--- src/rtl/seg_scan_pkg.sv ---
// Shared definitions for the multiplexed seven-segment scan controller:
// scan FSM state encoding and default timing constants.
package seg_scan_pkg;

    typedef enum logic [1:0] {
        ST_IDLE  = 2'd0,
        ST_BLANK = 2'd1,
        ST_DRIVE = 2'd2
    } scan_state_t;

    localparam int DEF_DWELL = 7500;
    localparam int DEF_BLANK = 16;
    localparam int DEF_CBITS = 13;

endpackage

--- src/rtl/seg_next_digit.sv ---
// Round-robin search: first enabled digit strictly above cur, wrapping to 0.
// wrap flags that the found index is not above cur; none flags an empty mask.
module seg_next_digit
    import seg_scan_pkg::*;
#(
    parameter int NDIG = 4,
    parameter int IW   = (NDIG > 1) ? $clog2(NDIG) : 1
) (
    input  logic [IW-1:0]   cur,
    input  logic [NDIG-1:0] mask,
    output logic [IW-1:0]   next_idx,
    output logic            wrap,
    output logic            none
);

    logic [IW-1:0] idx;
    logic          found;

    always_comb begin
        next_idx = cur;
        wrap     = 1'b0;
        found    = 1'b0;
        idx      = '0;
        // k = NDIG revisits cur itself, which covers the single-digit case
        for (int k = 1; k <= NDIG; k++) begin
            idx = IW'((int'(cur) + k) % NDIG);
            if (!found && mask[idx]) begin
                found    = 1'b1;
                next_idx = idx;
                wrap     = (idx <= cur);
            end
        end
        none = ~|mask;
    end

endmodule

--- src/rtl/seg_scan_ctrl.sv ---
// Multiplexed seven-segment scan controller: blank, then drive each enabled
// digit for a fixed dwell with 16-step PWM brightness; all outputs registered.
module seg_scan_ctrl
    import seg_scan_pkg::*;
#(
    parameter int NDIG  = 4,
    parameter int DWELL = DEF_DWELL,
    parameter int BLANK = DEF_BLANK,
    parameter int CBITS = DEF_CBITS
) (
    input  logic                clk,
    input  logic                rst,
    input  logic [7*NDIG-1:0]   digits,
    input  logic [NDIG-1:0]     en_mask,
    input  logic [3:0]          bright,
    input  logic                cfg_load,
    output logic [6:0]          segment,
    output logic [NDIG-1:0]     anode,
    output logic                frame_done,
    output scan_state_t         state
);

    localparam int IW = (NDIG > 1) ? $clog2(NDIG) : 1;

    // Handshake: none. cfg_load is a single-cycle strobe with no back-pressure;
    // the values it carries take effect at the next dwell boundary (or at once in IDLE).

    scan_state_t       state_nx;
    logic [CBITS-1:0]  cnt, cnt_nx;
    logic [3:0]        phase, phase_nx;
    logic [IW-1:0]     cur, cur_nx;
    logic [6:0]        hold, hold_nx;
    logic [NDIG-1:0]   mask_act, mask_act_nx;
    logic [3:0]        bright_act, bright_act_nx;
    logic [NDIG-1:0]   sh_mask;
    logic [3:0]        sh_bright;
    logic [6:0]        segment_nx;
    logic [NDIG-1:0]   anode_nx;
    logic              frame_done_nx;

    logic [NDIG-1:0]   eff_mask;
    logic [3:0]        eff_bright;
    logic [IW-1:0]     search_cur;
    logic [IW-1:0]     nxt_idx;
    logic              nxt_wrap;
    logic              nxt_none;
    logic [6:0]        dig_arr [NDIG];

    for (genvar g = 0; g < NDIG; g++) begin : g_dig
        assign dig_arr[g] = digits[7*g +: 7];
    end

    // A load in the same cycle as a boundary must win over the stale shadow
    assign eff_mask   = cfg_load ? en_mask : sh_mask;
    assign eff_bright = cfg_load ? bright  : sh_bright;

    // From IDLE, searching above the top index yields the lowest enabled digit
    assign search_cur = (state == ST_IDLE) ? IW'(NDIG - 1) : cur;

    seg_next_digit #(
        .NDIG (NDIG),
        .IW   (IW)
    ) u_next (
        .cur      (search_cur),
        .mask     (eff_mask),
        .next_idx (nxt_idx),
        .wrap     (nxt_wrap),
        .none     (nxt_none)
    );

    always_ff @(posedge clk) begin
        if (rst) begin
            sh_mask   <= '1;
            sh_bright <= 4'hF;
        end else if (cfg_load) begin
            sh_mask   <= en_mask;
            sh_bright <= bright;
        end
    end

    always_comb begin
        state_nx      = state;
        cnt_nx        = cnt;
        phase_nx      = phase;
        cur_nx        = cur;
        hold_nx       = hold;
        mask_act_nx   = mask_act;
        bright_act_nx = bright_act;
        frame_done_nx = 1'b0;
        segment_nx    = '0;
        anode_nx      = '0;

        case (state)
            ST_IDLE: begin
                mask_act_nx   = eff_mask;
                bright_act_nx = eff_bright;
                cnt_nx        = '0;
                phase_nx      = '0;
                if (!nxt_none) begin
                    state_nx = ST_BLANK;
                    cur_nx   = nxt_idx;
                end
            end
            ST_BLANK: begin
                if (cnt == CBITS'(BLANK - 1)) begin
                    state_nx = ST_DRIVE;
                    cnt_nx   = '0;
                    phase_nx = '0;
                    hold_nx  = dig_arr[cur];
                end else begin
                    cnt_nx = cnt + 1'b1;
                end
            end
            ST_DRIVE: begin
                if (cnt == CBITS'(DWELL - 1)) begin
                    mask_act_nx   = eff_mask;
                    bright_act_nx = eff_bright;
                    cnt_nx        = '0;
                    phase_nx      = '0;
                    frame_done_nx = nxt_none | nxt_wrap;
                    if (nxt_none) begin
                        state_nx = ST_IDLE;
                    end else begin
                        state_nx = ST_BLANK;
                        cur_nx   = nxt_idx;
                    end
                end else begin
                    cnt_nx   = cnt + 1'b1;
                    phase_nx = phase + 4'd1;
                end
            end
            default: begin
                state_nx = ST_IDLE;
                cnt_nx   = '0;
                phase_nx = '0;
            end
        endcase

        // Outputs are derived from next-cycle values so they change with the state
        if (state_nx == ST_DRIVE) begin
            anode_nx   = NDIG'(1) << cur_nx;
            segment_nx = (phase_nx <= bright_act_nx) ? hold_nx : 7'd0;
        end
    end

    always_ff @(posedge clk) begin
        if (rst) begin
            state      <= ST_IDLE;
            cnt        <= '0;
            phase      <= '0;
            cur        <= '0;
            hold       <= '0;
            mask_act   <= '1;
            bright_act <= 4'hF;
            segment    <= '0;
            anode      <= '0;
            frame_done <= 1'b0;
        end else begin
            state      <= state_nx;
            cnt        <= cnt_nx;
            phase      <= phase_nx;
            cur        <= cur_nx;
            hold       <= hold_nx;
            mask_act   <= mask_act_nx;
            bright_act <= bright_act_nx;
            segment    <= segment_nx;
            anode      <= anode_nx;
            frame_done <= frame_done_nx;
        end
    end

    // mask_act is the mask in force for the current dwell; the search itself
    // always looks at eff_mask because boundaries are where it gets replaced.
    logic unused_mask_act;
    assign unused_mask_act = ^mask_act;

endmodule

--- config.mk ---
export PLATFORM = sky130hd
export DESIGN_NAME = seg_scan_ctrl
export DESIGN_NICKNAME = d
export VERILOG_FILES = /design/src/rtl/seg_scan_pkg.sv /design/src/rtl/seg_next_digit.sv /design/src/rtl/seg_scan_ctrl.sv
export SDC_FILE = /design/constraint.sdc
export NUM_CORES = 1
export LEC_CHECK = 0
export ABC_AREA = 1
export CAP_MARGIN = 20
export CORE_MARGIN = 10
export CORE_UTILIZATION = 32
export CTS_CLUSTER_DIAMETER = 30
export DETAILED_ROUTE_END_ITERATION = 16
export SYNTH_ARGS = -nofsm -noshare
export SYNTH_HDL_FRONTEND = slang
export SYNTH_SLANG_ARGS = --single-unit
--- constraint.sdc ---
create_clock -name clk -period 3.1 [get_ports clk]
set_input_delay 0.465 -clock clk [delete_from_list [all_inputs] [get_ports clk]]
set_output_delay 0.465 -clock clk [all_outputs]
set_load 0.005 [all_outputs]
Word-level counts from Yosys, hierarchy flattened
Cells that the tools add are included.
Widths: inputs -> output; s select.
- register bits after elaboration: 52
- bits of input ports: 39
- output and inout port bits: 14
- logic and storage cells: 94
- $add $sub $neg: 6
- order comparisons: 10
- equality and inequality tests: 5
- shifts and indexed selects: 1
- mux-type cells: 43
- bitwise operators: 6
- reduce and logical (&&, ||, !) cells: 12
- operators by type and width (operator ; count):
    $mux 7 ; 4
    $mux 13 ; 2
    $pmux 13 s2 ; 1
    $mux 2 ; 10
    $mux 4 ; 5
    $pmux 4 s2 ; 2
    $bmux 7 s2 ; 1
    $add 13x1->13 const B ; 1
    $eq 13x13->1 const B ; 1
    $eq 13x4->1 const B ; 1
    $lt 2x3->1 const B ; 4
    $mux 1 ; 12
    $bmux 1 s2 ; 4
    $le 2x2->1 ; 4
    $pmux 2 s3 ; 1
    $reduce_or 3->1 ; 2
    $add 2x1->2 const B ; 2
    $add 2x2->2 const B ; 2
    $add 4x1->4 const B ; 1
    $eq 2x2->1 const B ; 2
    $le 4x4->1 ; 1
    $logic_not 1->1 ; 4
    $not 1->1 ; 4
    $pmux 2 s2 ; 1
    9 further kinds ; 11

Logic depth before layout (Yosys ltp)
Gate-level depths: netlist of run 1.
- depth in word-level cells: 19
- depth in mapped cells: 17
- mapped depth without buffers: 17

Hierarchy
From an unflattened synthesis of run 1, not the netlist that was laid out.
- cells, all modules: 408
- area total of the unflattened synthesis: 2882.8 um^2
- modules (own cells, without submodules) (module ; instances ; cells an instance ; area an instance (um^2) ; seq. area each (um^2)):
    seg_scan_ctrl ; 1 ; 339 ; 2531.2 ; 1041.0
    seg_next_digit ; 1 ; 69 ; 351.6 ; 0.0

Least setup slack after synthesis of run 1
OpenSTA, ideal clock, no wires.
- path kind: register to register
- start point: register state[0]
- end point: register cur[0]
- library setup time: 128 ps
- data arrival time: 2136 ps
- required time: 2972 ps
- setup slack: 836 ps
- stages on the path, launching flop included: 16
- path buffers: 0
- clock period less this slack: 2264 ps
- path through: dfxtp_1 inv_1 ha_1 nor2_1 inv_1 ha_1 inv_1 nand3_1 nand2_1 nand3_2 nand2_1 nand2_1 nand3_1 nand2_2 inv_2 nor2_1
- word-level cells in the longest chain between the ends: 18
- elaborated cells on any way between the ends: 31
- those cells by class: add/sub (4); eq/ne (1); mux (19); reduce/logical (7)
- RTL lines (element ; line ; RTL):
    start, declared ; seg_scan_ctrl.sv:20 ; output scan_state_t state
    start signal, assigned ; seg_scan_ctrl.sv:159 ; state <= state_nx;
    $logic_not 2->1 ; seg_scan_ctrl.sv:58, seg_scan_ctrl.sv:93 ;
    $mux 2 ; seg_scan_ctrl.sv:58 ; assign search_cur = (state == ST_IDLE) ? IW'(NDIG - 1) : cur;
    $add 2x1->2 ; seg_next_digit.sv:26 ; idx = IW'((int'(cur) + k) % NDIG);
    $bmux 1 s2 ; seg_next_digit.sv:27 ; if (!found && mask[idx]) begin
    $mux 1 (implied by the code) ; seg_next_digit.sv:27 ;
    $mux 1 ; seg_next_digit.sv:27 ;
    $logic_not 1->1 ; seg_next_digit.sv:27 ;
    $logic_and 1x1->1 ; seg_next_digit.sv:27 ;
    [2 not listed] ; -- ;
    $logic_and 1x1->1 ; seg_next_digit.sv:27 ;
    $mux 1 ; seg_next_digit.sv:27 ;
    $logic_not 1->1 ; seg_next_digit.sv:27 ;
    $logic_and 1x1->1 ; seg_next_digit.sv:27 ;
    $mux 2 ; seg_next_digit.sv:27 ;
    $mux 2 ; seg_scan_ctrl.sv:99, seg_scan_ctrl.sv:121 ;
    $mux 2 ; seg_scan_ctrl.sv:115 ; if (cnt == CBITS'(DWELL - 1)) begin
    $pmux 2 s2 * ; seg_scan_ctrl.sv:93 ; case (state)
    end signal, assigned ; seg_scan_ctrl.sv:162 ; cur <= cur_nx;
    end, declared ; seg_scan_ctrl.sv:31 ; logic [IW-1:0] cur, cur_nx;
Every way passes the cells marked *; elsewhere a longest branch is shown, timed or not. The select of a mux whose other input is x is not followed.
A chain may end at the register's enable or synchronous reset.

Worst setup path after layout of run 1
- start point: register cnt[8]
- end point: register segment[0]
- word-level cells in the longest chain between the ends: 6
- elaborated cells on any way between the ends: 17
- those cells by class: order compare (1); eq/ne (3); mux (10); bitwise (2); reduce/logical (1)
- RTL lines (element ; line ; RTL):
    start, declared ; seg_scan_ctrl.sv:29 ; logic [CBITS-1:0] cnt, cnt_nx;
    start signal, assigned ; seg_scan_ctrl.sv:160 ; cnt <= cnt_nx;
    $eq 13x13->1 or $eq 13x4->1 (tied branches) ; seg_scan_ctrl.sv:115, seg_scan_ctrl.sv:105 ;
    $mux 4 (tied with other cells) ; seg_scan_ctrl.sv:115 ;
    $pmux 4 s2 or $pmux 2 s3 (tied branches) ; seg_scan_ctrl.sv:93 ;
    $le 4x4->1 or $eq 2x2->1 (tied branches) ; seg_scan_ctrl.sv:142, seg_scan_ctrl.sv:140 ;
    $not 1->1 (no source line) ; -- ;
    $reduce_or 3->1 (no source line) ; -- ;
    end signal, assigned ; seg_scan_ctrl.sv:166 ; segment <= segment_nx;
    end, declared ; seg_scan_ctrl.sv:17 ; output logic [6:0] segment,
Parallel ways exist; a longest one is shown, timed or not.

==> run metrics, run 1 <==
outcome=finished, final reports clean; Worst Setup SP=cnt[8]; nets=468; die width=113 µm; Initial DRT Pass Iterations=4; routed len/inst=12.4 µm; Syn Area/Cell=7.57 µm²; slew of the pin with the lowest slew margin=0.458 ns; VDD IR-drop max=380 µV; largest net degree at the start of global routing=19; Vias/cell=4.51; via count=2,357; Detailed Place HPWL=5.25 mm; fill count=833; gpl congestion=0.806; final setup TNS=0 ns; clock root cell=clkbuf_8; total track usage=0.102; Worst-path clk slew=0.10 ns; Synthesized Nets=414; register area share after synthesis=0.379; Synth Instances=363; Crit Path Max Fanout=7; Post-route DRC=0; async set-or-reset flop fraction in the synthesized netlist=0; HP Start=cnt[0]; Layout Skew=0.00655 ns; clk sinks=52; critical path capture point type=flip-flop; Overflow after GRT=0; Leak=1.50 nW; CTS Buf Count=5; drt total wl=6.47 mm; Max Slew Vio Count=0; unrepaired setup endpoints after global routing=false; maximum operating frequency=395 MHz; library cells used by synthesis=40; Final Cycle Share=0.817; Starting Density=0.331; number of DRC markers in iteration 0=75; critical path class=reg -> reg; Ys Warns=0; Mapped Area=2750 µm²; R2R depth=14; cell row count=33; register area=1040 µm²; Power Total=1.54 mW; CTS tree=done; synth top area cells=dfxtp_1 (38%), nor2_1 (10%), nand2_1 (7.5%), ha_1 (5.5%), inv_1 (4.9%); port bufs=52; htree depth=2; post-synth top area cell=dfxtp_1; post-CTS sizing=0; layout cell share with drive strength beyond 1=0.110; Hold Path Class=reg -> reg; Power Density=439 nW/µm²; Worst R2R Start=cnt[8]; CP required=3.35 ns; Slew headroom=0.694; post-synth top area share=0.379; crit path DAT=2.78 ns; Hold Path Depth=1; vias in the first global route=2,384; element type at the critical path start=flip-flop; Hold Vio Cnt, Final=0; global-route wire length before repair=11.1 mm; area grow syn2layout=27.2%; Max Cap Viol=0; die area=12,700 µm²; ys flop type=dfxtp_1; final core occ=0.421; min Tclk post-route=2.53 ns; Diodes inserted=0; number of synthesized flops with an enable pin=0; area of the multi-input gates=1510 µm²; post-CTS setup buffer count=0; die height=113 µm; Antenna Nets Post-Route=0; core box area=8300 µm²; final setup fails=0; maximum clock insertion buffer count=2; antenna violations before repair=0; Clk Latency, worst-skew pair=0.30 ns; I/O pins=53; hold_buf cts=0; Yosys reg bits=52
## flip-flops by register name, summed over array words and instances (netlist names), 4 cells and up
register / count
bright_act: 4
segment: 7
anode: 4
sh_bright: 4
phase: 4
sh_mask: 4
cnt: 13
hold: 7
## cell usage in the layout (no fill, tap or decap), types with 5 or more instances in the layout
cell and count:
nor3_1 7, dfxtp_1 52, inv_1 36, nand2_4 5, nand3_1 21, mux2i_1 11, o32ai_1 7, ha_1 12
nor2_1 73, xor2_1 6, clkbuf_8 5, clkdlybuf4s50_1 52, nand2_1 55, o21ai_0 13, nand3_2 5, nand2_2 12
## power by group
part	leakage [nW]	internal (mW)	switching [mW]	total (mW)
Combinational	1.02	0.153	0.214	0.366
Clock	0.0558	0.244	0.232	0.476
Sequential	0.423	0.686	0.00763	0.694
Total	1.50	1.08	0.453	1.54
## logic make-up after synthesis
logic type / Yosys count / synth area share
flops: 52 / 0.379
buf+inv: 50 / 0.0737
simple gates: 194 / 0.341
fa+ha+maj: 12 / 0.0546
compound gates: 36 / 0.0860
mux: 11 / 0.0401
xor+xnor: 8 / 0.0255
## metrics by stage
step	std cells	area, µm²	setup slack (ns)	hold slack [ns]
2_1_floorplan	363	2750	0.836	0.413
3_3_place_gp	515	3380	0.479	0.423
3_5_place_dp	515	3380	0.425	0.437
4_1_cts	523	3500	0.540	0.452
5_1_grt	523	3500	0.235	0.481
6_report	523	3500	0.566	0.448
## synthesized netlist by cell type, types with 2 or more instances
master and number:
nor2_1 73, nand2_1 55, dfxtp_1 52, inv_1 36, nand3_1 21, o21ai_0 13
ha_1 12, nand2_2 12, mux2i_1 11, nor3_1 7, o32ai_1 7, xor2_1 6
nand2_4 5, nand3_2 5, a21oi_1 4, buf_2 4, clkbuf_1 4, nand4_1 4
inv_2 3, nor3b_1 3, a21boi_0 2, nor2_4 2, o211ai_1 2, o21ai_1 2
o21ai_2 2, xnor2_1 2
## cell type report
type                            count  area share
Clock buffer                        6      0.0208
Clock inverter                      2      0.0111
Inverter                           41      0.0447
Multi-Input combinational cell    261       0.431
Sequential cell                    52       0.298
Tap cell                          105      0.0376
Timing Repair Buffer               56       0.157
## routing by layer
layer | global-route usage | share of wire | wire [µm] | vias to the layer above
li1 | - | - | - | 1278
met1 | 0.123 | 0.47 | 3020 | 1051
met2 | 0.177 | 0.49 | 3190 | 26
met3 | 0.0250 | 0.035 | 224 | 2
met4 | 0.0203 | 0.0046 | 30 | 0
met5 | 0 | 0 | 0 | -
## path summary, 6_finish.rpt
check | to | slack (ns)
max | segment[0] | 0.57
min | cnt[0] | 0.45
max reg2reg | segment[0] | 0.57
min reg2reg | cnt[0] | 0.45
## worst max-delay path, stage by stage, from the launching register on
cell	delay, ns
dfxtp_1	0.39
inv_1	0.07
nor3_1	0.32
nand4_1	0.20
nand2_1	0.19
inv_1	0.10
o21ai_0	0.14
inv_1	0.07
ha_1	0.30
inv_1	0.07
nor2_1	0.03
o21ai_0	0.16
a32o_1	0.21
nand2_4	0.10
nor2_1	0.10
Power figures use the tool's default switching activity.
==> run 2, diff against run 1 <==
Clock period 3.1 ns to 2.3 ns, I/O delays scaled along.
==> run metrics, run 2 (synthesis gave the netlist of run 1 again) <==
outcome=finished, violations left; failing checks=negative setup slack; Power Density=510 nW/µm² (+16%); vias in the first global route=2,609 (+9.4%); flop2flop setup slack=-0.20 ns (-0.77 ns); area grow syn2layout=46.1%; DR WL met3=241 µm (+7.6%); fin cells=577 (+10%); Crit Path Max Fanout=7 (unchanged); drt total wl=7.34 mm (+13%); leading registers by flop count=cnt x13, hold x7, segment x7; I/O pins=53 (unchanged); antenna violations before repair=0 (unchanged); Worst R2R Start=cnt[5]; final setup fails=8 (+8); Clk Latency, worst-skew pair=0.31 ns (about the same); Detailed Place HPWL=5.52 mm (+5.2%); Power Total=2.05 mW (+33%); Max Slew Vio Count=0 (unchanged); core box area=8300 µm² (unchanged); Top Family by Delay on Critical Path=simple AND/OR/NAND/NOR gates; Hold Path Class=reg -> reg; layout cell share with drive strength beyond 1=0.284 (+0.174); crit-path most repeated cell=inv_2; # placed instances=554 (+7.6%); global-route wire length before repair=12.2 mm (+10%); slew of the pin with the lowest slew margin=0.450 ns (-0.00790 ns); DP Area=3680 µm² (+8.7%); most common cell after layout, fill and taps aside=nor2_1; cell row count=33 (unchanged); top layer in use=met4; Starting Density=0.331 (unchanged); crit path DAT=2.72 ns (-0.06 ns); element type at the critical path start=flip-flop; Slew headroom=0.700 (+0.00550); min Tclk post-route=2.50 ns (-0.0298 ns); Initial DRT Pass Iterations=4 (unchanged); number of DRC markers in iteration 0=120 (+60%); CP max-delay cell=dfxtp_2; critical path capture point type=flip-flop; M1 wire length=3.28 mm (+8.4%); Layout Skew=0.00888 ns (+0.00233 ns); max reg flops=13 (unchanged); Worst Setup SP=cnt[5]; routed len/inst=12.7 µm (+2.8%); Top reg by flops=cnt; CP cell instances=or2_4 > nor3_4 > nand3_2 > nand2_4 > inv_2 > a22o_1 > inv_2 > nor2_4 > ha_4 > inv_2 > nor2_1 > o21ai_1 > a32o_2 > nand2_4 > nor2_1; clock root cell=clkbuf_8; VDD IR-drop max=354 µV (-6.7%); Diodes inserted=0 (unchanged); Overflow after GRT=0 (unchanged); Max Cap Viol=0 (unchanged); clk sinks=52 (unchanged); total track usage=0.112 (+0.0101); nets=522 (+12%); via count=2,619 (+11%); gpl congestion=0.780 (-3.2%); Finished Cell Area=4020 µm² (+15%); port bufs=52 (unchanged); maximum clock insertion buffer count=2 (unchanged); CP required=2.51 ns (-0.84 ns); htree depth=2 (unchanged); Leak=1.76 nW (+17%); die height=113 µm (unchanged); Hold Vio Cnt, Final=0 (unchanged); worst setup margin=-0.204 ns (-0.770 ns); Post-route DRC=0 (unchanged); Vias/cell=4.54 (+0.72%); unrepaired setup endpoints after global routing=true; Antenna Nets Post-Route=0 (unchanged); CTS Buf Count=5 (unchanged); fill count=792 (-4.9%); CTS tree=done; met2 WL=3.71 mm (+16%); critical path class=reg -> reg; Worst-path clk slew=0.10 ns (about the same); Buf/Inv on CP=3 (-1); largest net degree at the start of global routing=18 (-1); maximum operating frequency=399 MHz (+1.2%); commonest cells after routing, fill and taps aside=nor2_1 (65), buf_4 (56), nand2_1 (54); die width=113 µm (unchanged); die area=12,700 µm² (unchanged); HP Start=sh_mask[3]; crit-path max cell delay=0.33 ns (-0.06 ns); Final Cycle Share=1.09 (+0.271)
==> run 2: timing repair <==
item,CTS,global route
pin swaps,12,18
resized for setup,13,30
hold buffers,0,0
cloned,0,0
buffers inserted,11,5
endpoints found under the setup margin,7,15
==> run 2: metal layers <==
layer  vias to the layer above  GRT usage
met5                         -          0
met4                         0     0.0347
met3                         8     0.0261
met2                        36      0.192
met1                      1185      0.133
li1                       1390          -
==> run 2: final timing paths <==
check / end / cells past startpoint
hold / removal: sh_mask[3] / 2
setup reg to reg: segment[0] / 15
hold reg to reg: sh_mask[3] / 2
setup / recovery: segment[0] / 15
==> run 2: cell type report <==
cell class              count  area, µm²  area share
well taps                 105        131      0.0327
repair buffers            110        963       0.240
flip-flops and latches     52       1050       0.261
clock buffers               5       68.8      0.0171
multi-input cells         261       1620       0.404
clock inverters             3       21.3     0.00530
inverters                  41        156      0.0390
==> run 2: report_power, final <==
group | switching, mW | total (mW) | internal [mW]
logic | 0.315 | 0.569 | 0.253
clock network | 0.328 | 0.545 | 0.217
registers | 0.0103 | 0.935 | 0.925
==> run 2: stage by stage <==
| stage | util | setup TNS (ns) | setup slack, ns | hold WS [ns] |
|---|---|---|---|---|
| floorplan | - | 0 | 0.0364 | 0.413 |
| global placement | 0.443 | -0.321 | -0.0472 | 0.457 |
| detailed placement | 0.443 | -0.471 | -0.0701 | 0.459 |
| CTS | 0.468 | -0.299 | -0.0458 | 0.487 |
| global route | 0.484 | -2.15 | -0.302 | 0.519 |
| finish | 0.484 | -1.34 | -0.204 | 0.483 |
==> run 2: worst register-to-register path: cells and delay by family, from the launching register on <==
kind	cells	cell delay (ns)
simple gates	8	1.07
fa+ha+maj	1	0.27
buf+inv	3	0.15
compound gates	3	0.59
flops	1	0.33
==> run 3, diff against run 2 <==
Settings changed: REMOVE_ABC_BUFFERS set to 1.
==> run metrics, run 3 (synthesis gave the netlist of run 1 again) <==
die width=113 µm (unchanged); Crit Path Max Fanout=7 (unchanged); Worst R2R Start=cnt[5]; htree depth=2 (unchanged); Overflow after GRT=0 (unchanged); total track usage=0.112 (+0.000195); I/O pins=53 (unchanged); CP max-delay cell=dfxtp_2; crit-path max cell delay=0.33 ns (about the same); Power Total=2.04 mW (-0.52%); Layout Skew=0.0119 ns (+0.00303 ns); reg2reg end=segment[5]; CTS Buf Count=5 (unchanged); Hold Path Sink=sh_mask[3]; register area=1050 µm² (-0.24%); die area=12,700 µm² (unchanged); port bufs=52 (unchanged); slew of the pin with the lowest slew margin=0.472 ns (+0.0226 ns); drt total wl=7.29 mm (-0.61%); flop2flop setup slack=-0.07 ns (+0.13 ns); Power Density=513 nW/µm² (+0.54%); critical path class=reg -> reg; Starting Density=0.331 (unchanged); CP cell instances=or2_4 > nor3_4 > nand3_2 > nand2_4 > inv_2 > a22o_1 > inv_2 > nor2_2 > ha_4 > inv_1 > nor2_1 > o21ai_1 > a32o_2 > nand2_4 > nor2_1; element type at the critical path start=flip-flop; outcome=finished, violations left; Top reg by flops=cnt; worst setup margin=-0.0695 ns (+0.134 ns); Hold Vio Cnt, Final=0 (unchanged); min Tclk post-route=2.37 ns (-0.134 ns); nets=517 (-0.96%); number of DRC markers in iteration 0=129 (+7.5%); leading registers by flop count=cnt x13, hold x7, segment x7; fill count=801 (+1.1%); Final Cycle Share=1.03 (-0.0584); area of the multi-input gates=1620 µm² (-0.31%); Clk Latency, worst-skew pair=0.32 ns (about the same); maximum operating frequency=422 MHz (+5.7%); clk sinks=52 (unchanged); max reg flops=13 (unchanged); most common cell after layout, fill and taps aside=nor2_1; Diodes inserted=0 (unchanged); Slew headroom=0.684 (-0.0151); clock root cell=clkbuf_8; commonest cells after routing, fill and taps aside=nor2_1 (69), nand2_1 (53), clkdlybuf4s50_1 (52), buf_4 (52), dfxtp_1 (47); Worst-path clk slew=0.11 ns (about the same); via count=2,660 (+1.6%); CTS tree=done; HP Start=sh_mask[3]; routed len/inst=12.7 µm (+0.26%); Detailed Place HPWL=5.53 mm (about the same); Initial DRT Pass Iterations=4 (unchanged); Leak=1.73 nW (-1.8%); Hold Path Depth=2 (unchanged); global-route wire length before repair=12.1 mm (-0.45%); Max Slew Vio Count=0 (unchanged); antenna violations before repair=0 (unchanged); area grow syn2layout=44.5%; final setup fails=7 (-1); CP required=2.51 ns (about the same); maximum clock insertion buffer count=2 (unchanged); Worst Setup SP=cnt[5]; die height=113 µm (unchanged); Hold Path Class=reg -> reg; Antenna Nets Post-Route=0 (unchanged); Post-route DRC=0 (unchanged); largest net degree at the start of global routing=19 (+1); unrepaired setup endpoints after global routing=true; critical path capture point type=flip-flop; R2R depth=15 (unchanged); Max Cap Viol=0 (unchanged); crit path DAT=2.58 ns (-0.14 ns); final setup TNS=-0.442 ns (+0.894 ns); gpl congestion=0.841 (+7.8%); core box area=8300 µm² (unchanged); cell row count=33 (unchanged); VDD IR-drop max=252 µV (-29%); vias in the first global route=2,690 (+3.1%); failing checks=negative setup slack; Vias/cell=4.65 (+2.5%); layout cell share with drive strength beyond 1=0.268 (-0.0162)
## run 3: through the flow
| stage | utilization | setup slack [ns] | instance area (µm²) | std cells | hold WS, ns |
|---|---|---|---|---|---|
| after floorplan | - | 0.0481 | 2700 | 354 | 0.413 |
| after global placement | 0.432 | -0.0432 | 3590 | 542 | 0.452 |
| after detailed placement | 0.432 | -0.0826 | 3590 | 542 | 0.461 |
| after CTS | 0.467 | -0.00772 | 3870 | 571 | 0.487 |
| after global routing | 0.479 | -0.211 | 3970 | 572 | 0.526 |
| final | 0.479 | -0.0695 | 3970 | 572 | 0.484 |
## run 3: how the worst max path moves through the flow
| stage | endpoint |
|---|---|
| 2_1_floorplan | anode[3] |
| 3_3_place_gp | segment[5] |
| 3_5_place_dp | segment[1] |
| 4_1_cts | segment[2] |
| 5_1_grt | segment[2] |
| 6_report | segment[5] |
## run 3: metal layers
layer  vias to the layer above  routed length [µm]  GRT usage
met4                         0                 146     0.0415
met5                         -                   0          0
met3                        14                 405     0.0234
met1                      1188                3600      0.142
met2                        77                3140      0.181
li1                       1381                   -          -
## run 3: cell type report
type,count,area share
Multi-Input combinational cell,261,0.408
Clock buffer,5,0.0173
Sequential cell,52,0.264
Clock inverter,3,0.00693
Tap cell,105,0.0331
Timing Repair Buffer,105,0.232
Inverter,41,0.0394
## run 3: timing repair
action,4_1_cts,5_1_grt
pin swaps,10,13
endpoints found under the setup margin,7,14
buffers inserted,21,4
hold buffers,0,0
gates resized for setup,13,25
## run 3: critical path: cells and delay by family (launching register included)
family / cells / cell delay, ns
AO/OA/AOI/OAI: 3 / 0.54
adder cells (fa/ha/maj): 1 / 0.26
buffers and inverters: 3 / 0.15
flip-flops: 1 / 0.33
AND/OR/NAND/NOR: 8 / 1.00
## run 3: where the power goes
part / total [mW] / internal (mW) / switching (mW)
registers: 0.935 / 0.925 / 0.00966
clock network: 0.559 / 0.224 / 0.335
logic: 0.545 / 0.235 / 0.310
total: 2.04 / 1.38 / 0.654
